<file path="src/rtl/mul_seq_pkg.sv">
// mul_seq_pkg: shared types and sizing for the byte-serial multiplier front-end
package mul_seq_pkg;
    typedef enum logic [1:0] {LOAD, ISSUE, WAIT, DRAIN} state_t;
    localparam int OP_W       = 32;
    localparam int OP_BYTES   = OP_W / 8;
    localparam int PROD_BYTES = 2 * OP_BYTES;
    localparam int LAT_CNT_W  = 4;
endpackage

</file>
<file path="src/rtl/mul_byte_unpacker.sv">
// mul_byte_unpacker: byte-serial shift register, first byte written lands in the lowest byte
module mul_byte_unpacker #(
    parameter int N = 8
) (
    input  logic           clk,
    input  logic           rst_n,
    input  logic           we,
    input  logic [7:0]     din,
    output logic [8*N-1:0] assembled
);
    logic [8*(N-1)-1:0] sh;
    // assembled already includes the byte being written, so the last byte needs no extra cycle
    assign assembled = {din, sh};
    always_ff @(posedge clk) begin
        if (!rst_n)
            sh <= '0;
        else if (we)
            sh <= assembled[8*N-1:8];
    end
endmodule

</file>
<file path="src/rtl/mul_io_sequencer.sv">
// mul_io_sequencer: collects two operands byte-wise, issues one multiply, drains the product byte-wise
module mul_io_sequencer
    import mul_seq_pkg::*;
#(
    parameter int MUL_LATENCY = 4
) (
    input  logic              clk,
    input  logic              rst_n,
    input  logic              ena,
    input  logic [7:0]        in_data,
    input  logic              in_valid,
    output logic              in_ready,
    output logic [7:0]        out_data,
    output logic              out_valid,
    input  logic              out_ready,
    output logic [OP_W-1:0]   mul_a,
    output logic [OP_W-1:0]   mul_b,
    output logic              mul_in_valid,
    input  logic [2*OP_W-1:0] mul_p,
    output logic              busy
);
    localparam int KW = $clog2(PROD_BYTES);
    localparam logic [LAT_CNT_W-1:0] LAT_LOAD = LAT_CNT_W'(MUL_LATENCY - 1);
    state_t state, state_nx;
    logic [KW-1:0] k;
    logic [LAT_CNT_W-1:0] lat;
    logic [2*OP_W-1:0] prod, ops_nx;
    logic in_fire, out_fire, last_byte;
    assign in_fire   = in_valid && in_ready && ena;
    assign out_fire  = out_valid && out_ready && ena;
    assign last_byte = k == KW'(PROD_BYTES - 1);
    mul_byte_unpacker #(.N(PROD_BYTES)) u_unpacker (
        .clk       (clk),
        .rst_n     (rst_n),
        .we        (in_fire),
        .din       (in_data),
        .assembled (ops_nx)
    );
    always_ff @(posedge clk) begin
        if (!rst_n)
            state <= LOAD;
        else if (ena)
            state <= state_nx;
    end
    always_comb begin
        state_nx = state == LOAD  ? (in_fire && last_byte ? ISSUE : LOAD) :
                   state == ISSUE ? WAIT :
                   state == WAIT  ? (lat == '0 ? DRAIN : WAIT) :
                                    (out_fire && last_byte ? LOAD : DRAIN);
    end
    always_comb begin
        out_valid    = state == DRAIN;
        busy         = state != LOAD;
        mul_in_valid = state == ISSUE && ena;
        out_data     = out_valid ? prod[{k, 3'b000} +: 8] : 8'h00;
    end
    // in_ready tracks the next state so it is a flop that always equals (state == LOAD)
    always_ff @(posedge clk) begin
        if (!rst_n)
            in_ready <= 1'b1;
        else if (ena)
            in_ready <= state_nx == LOAD;
    end
    // k serves both the load and the drain phase and wraps to 0 after the last byte
    always_ff @(posedge clk) begin
        if (!rst_n) begin
            k     <= '0;
            lat   <= '0;
            prod  <= '0;
            mul_a <= '0;
            mul_b <= '0;
        end else if (ena) begin
            if (in_fire || out_fire)
                k <= k + 1'b1;
            if (in_fire && last_byte)
                {mul_b, mul_a} <= ops_nx;
            if (state == ISSUE)
                lat <= LAT_LOAD;
            else if (state == WAIT && lat != '0)
                lat <= lat - 1'b1;
            if (state == WAIT && lat == '0)
                prod <= mul_p;
        end
    end
endmodule
</file>
<file path="config.mk">
export PLATFORM = sky130hd
export DESIGN_NAME = mul_io_sequencer
export DESIGN_NICKNAME = d
export VERILOG_FILES = /design/src/rtl/mul_seq_pkg.sv /design/src/rtl/mul_byte_unpacker.sv /design/src/rtl/mul_io_sequencer.sv
export SDC_FILE = /design/constraint.sdc
export NUM_CORES = 1
export LEC_CHECK = 0
export CORE_ASPECT_RATIO = 0.9
export CORE_MARGIN = 2
export CORE_UTILIZATION = 46
export CTS_CLUSTER_DIAMETER = 30
export DETAILED_ROUTE_END_ITERATION = 8
export PLACE_DENSITY = 0.76
export SYNTH_ARGS = -nofsm -noshare
export SYNTH_HDL_FRONTEND = slang
export SYNTH_SLANG_ARGS = --single-unit
</file>
<file path="constraint.sdc">
create_clock -name clk -period 1.8 [get_ports clk]
set_input_delay 0.27 -clock clk [delete_from_list [all_inputs] [get_ports clk]]
set_output_delay 0.27 -clock clk [all_outputs]
set_load 0.01 [all_outputs]
</file>
==> qor.yml <==
final_layout:
  fillCellCount: 1210
  area_growth_pct: 47.4
  seq_area_um2: 3890
  drive_above_1_share_pct: 23.2
  final_util_pct: 69.1
  finalNetCount: 1149
  diodes: 0
  multiInputGateArea_um2: 4030
synth:
  synth_cells: 920
  syn_nets: 1001
  syn-cell-area_um2: 7560
  synth_cell_types: 41
  avgSynthCellArea_um2: 8.22
  ys_ff_latch: 194
  yosysSeqAreaShare_pct: 51.3
  yosys_warnings: 0
power_and_ir_drop:
  powerDensity_nw_per_um2: 819
  static-leakage-power_nw: 4.27
  p_total_mw: 9.13
  ir_drop_v: 0.000662
die:
  core_area_um2: 16100
  initial_core_util_pct: 46.9
  die_w_um: 139
  num_rows: 44
  die-area_um2: 17500
  fp.dieH_um: 126
  ios: 153
routing:
  final_antenna_net_count: 0
  vias: 7241
  dr.pass1.iters: 5
  drt-initial-drc-count: 586
  drc: 0
  post_drt_wl_per_cell_um: 18.3
  via_per_inst: 5.63
  wirelength_um: 23500
clock_tree:
  root_buffer: "clkbuf_16"
  cts_buffer_depth: 2
  cts-htree-levels: 4
  cts_buffers: 17
  cts_tree: "yes"
  cts.sinks: 194
  insertion_delay_ns: 0.43
  clk_pin_slew_worst_paths_ns: 0.07
  ctsHoldBuffers: 0
global_routing:
  grt_pass1_wl_um: 35100
  grt_max_degree: 65
  grt_pass1_vias: 6709
  overflow: 0
  grt_use_total_pct: 25.0
  antenna_found_initial: 0
setup_path:
  r2r_cells: 11
  r2r_end: "mul_a[12]"
  crit_path_end_kind: "output pin"
  worst_ep_arrival_time_ns: 1.83
  cp_data_required_time_ns: 1.53
  crit_path_start_kind: "flop"
  worst-path-max-fanout: 5
  regToRegStartpoint: "k[0]"
  rrSetupSlack_ns: -0.20
  path_class: "reg2out"
timing:
  whs_ns: 0.400
  slew_headroom_pct: 70.5
  final.setup.tns_ns: -11.01
  worst_pin_slew_ns: 0.437
  finalSetupViolCount: 74
  min_period_ns: 2.10
  setup_ws_ns: -0.295
  finClkSkew_ns: 0.0117
  max_freq_ghz: 0.477
  slew_viol_final: 0
  rsz0062_at_grt: "true"
  post-route-period-util_pct: 116
  hold_viol: 0
place:
  gp_congestion: 0.859
  numPortBuffers: 152
  hpwl_um: 13700
hold_path:
  hold_class: "in2reg"
  min_to: "prod[32]"
  hold_depth: 3
  hold_start: "mul_p[32]"
flow_run:
  max_cap_violations: 0
outcome:
  outcome: "complete, but fails checks"
  violations: "setup timing"
==> synthesized netlist by cell type <==
| library cell | count | share of area (%) |
|---|---|---|
| a32o_1 | 1 | 0.13 |
| nand2_1 | 246 | 12 |
| a22o_1 | 8 | 0.93 |
| inv_1 | 5 | 0.25 |
| nor3_1 | 2 | 0.13 |
| o2bb2ai_1 | 1 | 0.12 |
| a32oi_1 | 1 | 0.12 |
| ha_1 | 4 | 0.66 |
| nor3b_2 | 1 | 0.17 |
| nor3b_1 | 1 | 0.099 |
| nand2b_1 | 2 | 0.17 |
| nand3_1 | 66 | 4.4 |
| and4_1 | 1 | 0.12 |
| o221a_2 | 1 | 0.15 |
| xnor2_1 | 1 | 0.12 |
| dfxtp_1 | 194 | 51 |
| and3b_1 | 1 | 0.12 |
| o21a_1 | 1 | 0.099 |
| mux4_2 | 16 | 4.8 |
| or4_1 | 1 | 0.099 |
| inv_2 | 1 | 0.050 |
| or3b_1 | 1 | 0.12 |
| buf_2 | 4 | 0.26 |
| o21ai_0 | 67 | 4.4 |
| nand4b_1 | 3 | 0.35 |
| a2111oi_0 | 1 | 0.12 |
| clkbuf_1 | 66 | 3.3 |
| or4b_1 | 1 | 0.13 |
| nand3b_1 | 1 | 0.099 |
| a211oi_1 | 3 | 0.30 |
| a221oi_1 | 2 | 0.23 |
| buf_1 | 13 | 0.65 |
| o31ai_1 | 1 | 0.099 |
| mux2i_1 | 4 | 0.53 |
| nand4_1 | 1 | 0.083 |
| and3_1 | 3 | 0.25 |
| nor2b_1 | 2 | 0.17 |
| and2_1 | 2 | 0.17 |
| nor2_1 | 5 | 0.25 |
| nor4bb_1 | 1 | 0.13 |
| a21oi_1 | 184 | 12 |
==> routing by layer <==
layer	track usage (%)	up-vias	wire length, um
met1	35.3	3507	10200
met3	5.93	19	1530
li1	-	3457	-
met2	39.3	258	11500
met5	0	-	0
met4	5.76	0	237
==> worst max-delay path by stage <==
stage / slack (ns) / to / start
floorplan: 0.009 / out_data[6] / k[1]
global placement: -0.24 / out_data[4] / k[0]
detailed placement: -0.26 / out_data[5] / k[0]
CTS: -0.39 / out_data[4] / k[0]
global route: -0.35 / out_data[4] / k[0]
finish: -0.30 / out_data[4] / k[0]
==> report_power, final <==
part           leakage [nW]  internal [mW]  switching (mW)
clock network         0.288           2.19            1.63
registers              1.57           4.34          0.0506
logic                  2.41          0.415           0.503
==> cell type report <==
type,instances,area share (%)
Clock buffer,19,3.88
Clock inverter,11,1.37
Inverter,6,0.247
Multi-Input combinational cell,637,36.1
Sequential cell,194,34.9
Tap cell,207,2.32
Timing Repair Buffer,212,21.1
==> cells in the final DEF (no fill, tap or decap), types with 6 or more instances in the layout <==
cell and n:
buf_12 26, a21oi_1 126, a22o_1 8, buf_4 23, nand2_2 13, nand2_4 46, clkbuf_16 18, mux4_2 16
dfxtp_1 191, o21ai_0 54, o21ai_1 12, buf_2 8, buf_6 6, nand3_1 65, clkdlybuf4s50_1 141, nand2_1 187
a21oi_2 58
==> worst max-delay path, stage by stage (launching register included) <==
cell and delay [ns]:
dfxtp_4 0.39, buf_12 0.13, mux4_2 0.48, a22o_1 0.26, buf_2 0.14
==> registers in the layout (all words and copies together) (netlist names) <==
name	cells
in_ready	1
k	3
lat	4
mul_a	32
mul_b	32
prod	64
state	2
u_unpacker.sh	56
==> kinds of logic after synthesis <==
| family | Yosys count | synth area share [%] |
|---|---|---|
| compound gates | 271 | 18.9 |
| xor+xnor | 1 | 0.116 |
| fa+ha+maj | 4 | 0.662 |
| buf+inv | 89 | 4.48 |
| flops | 194 | 51.3 |
| mux | 20 | 5.29 |
| simple gates | 341 | 19.2 |
==> through the flow <==
step           worst slack, ns  cells  instance area, um^2
2_1_floorplan          0.00872    920                 7570
3_3_place_gp            -0.242   1230                 9490
3_5_place_dp            -0.261   1230                 9490
4_1_cts                 -0.390   1283                10500
5_1_grt                 -0.346   1286                11100
6_report                -0.295   1286                11100
==> timing repair <==
item                       CTS  global route
resized for setup           73           197
pin swaps                    8           101
cloned                       9             1
setup endpoints to repair   52           100
buffers inserted            15             9
(Power assumes the default switching activity.)
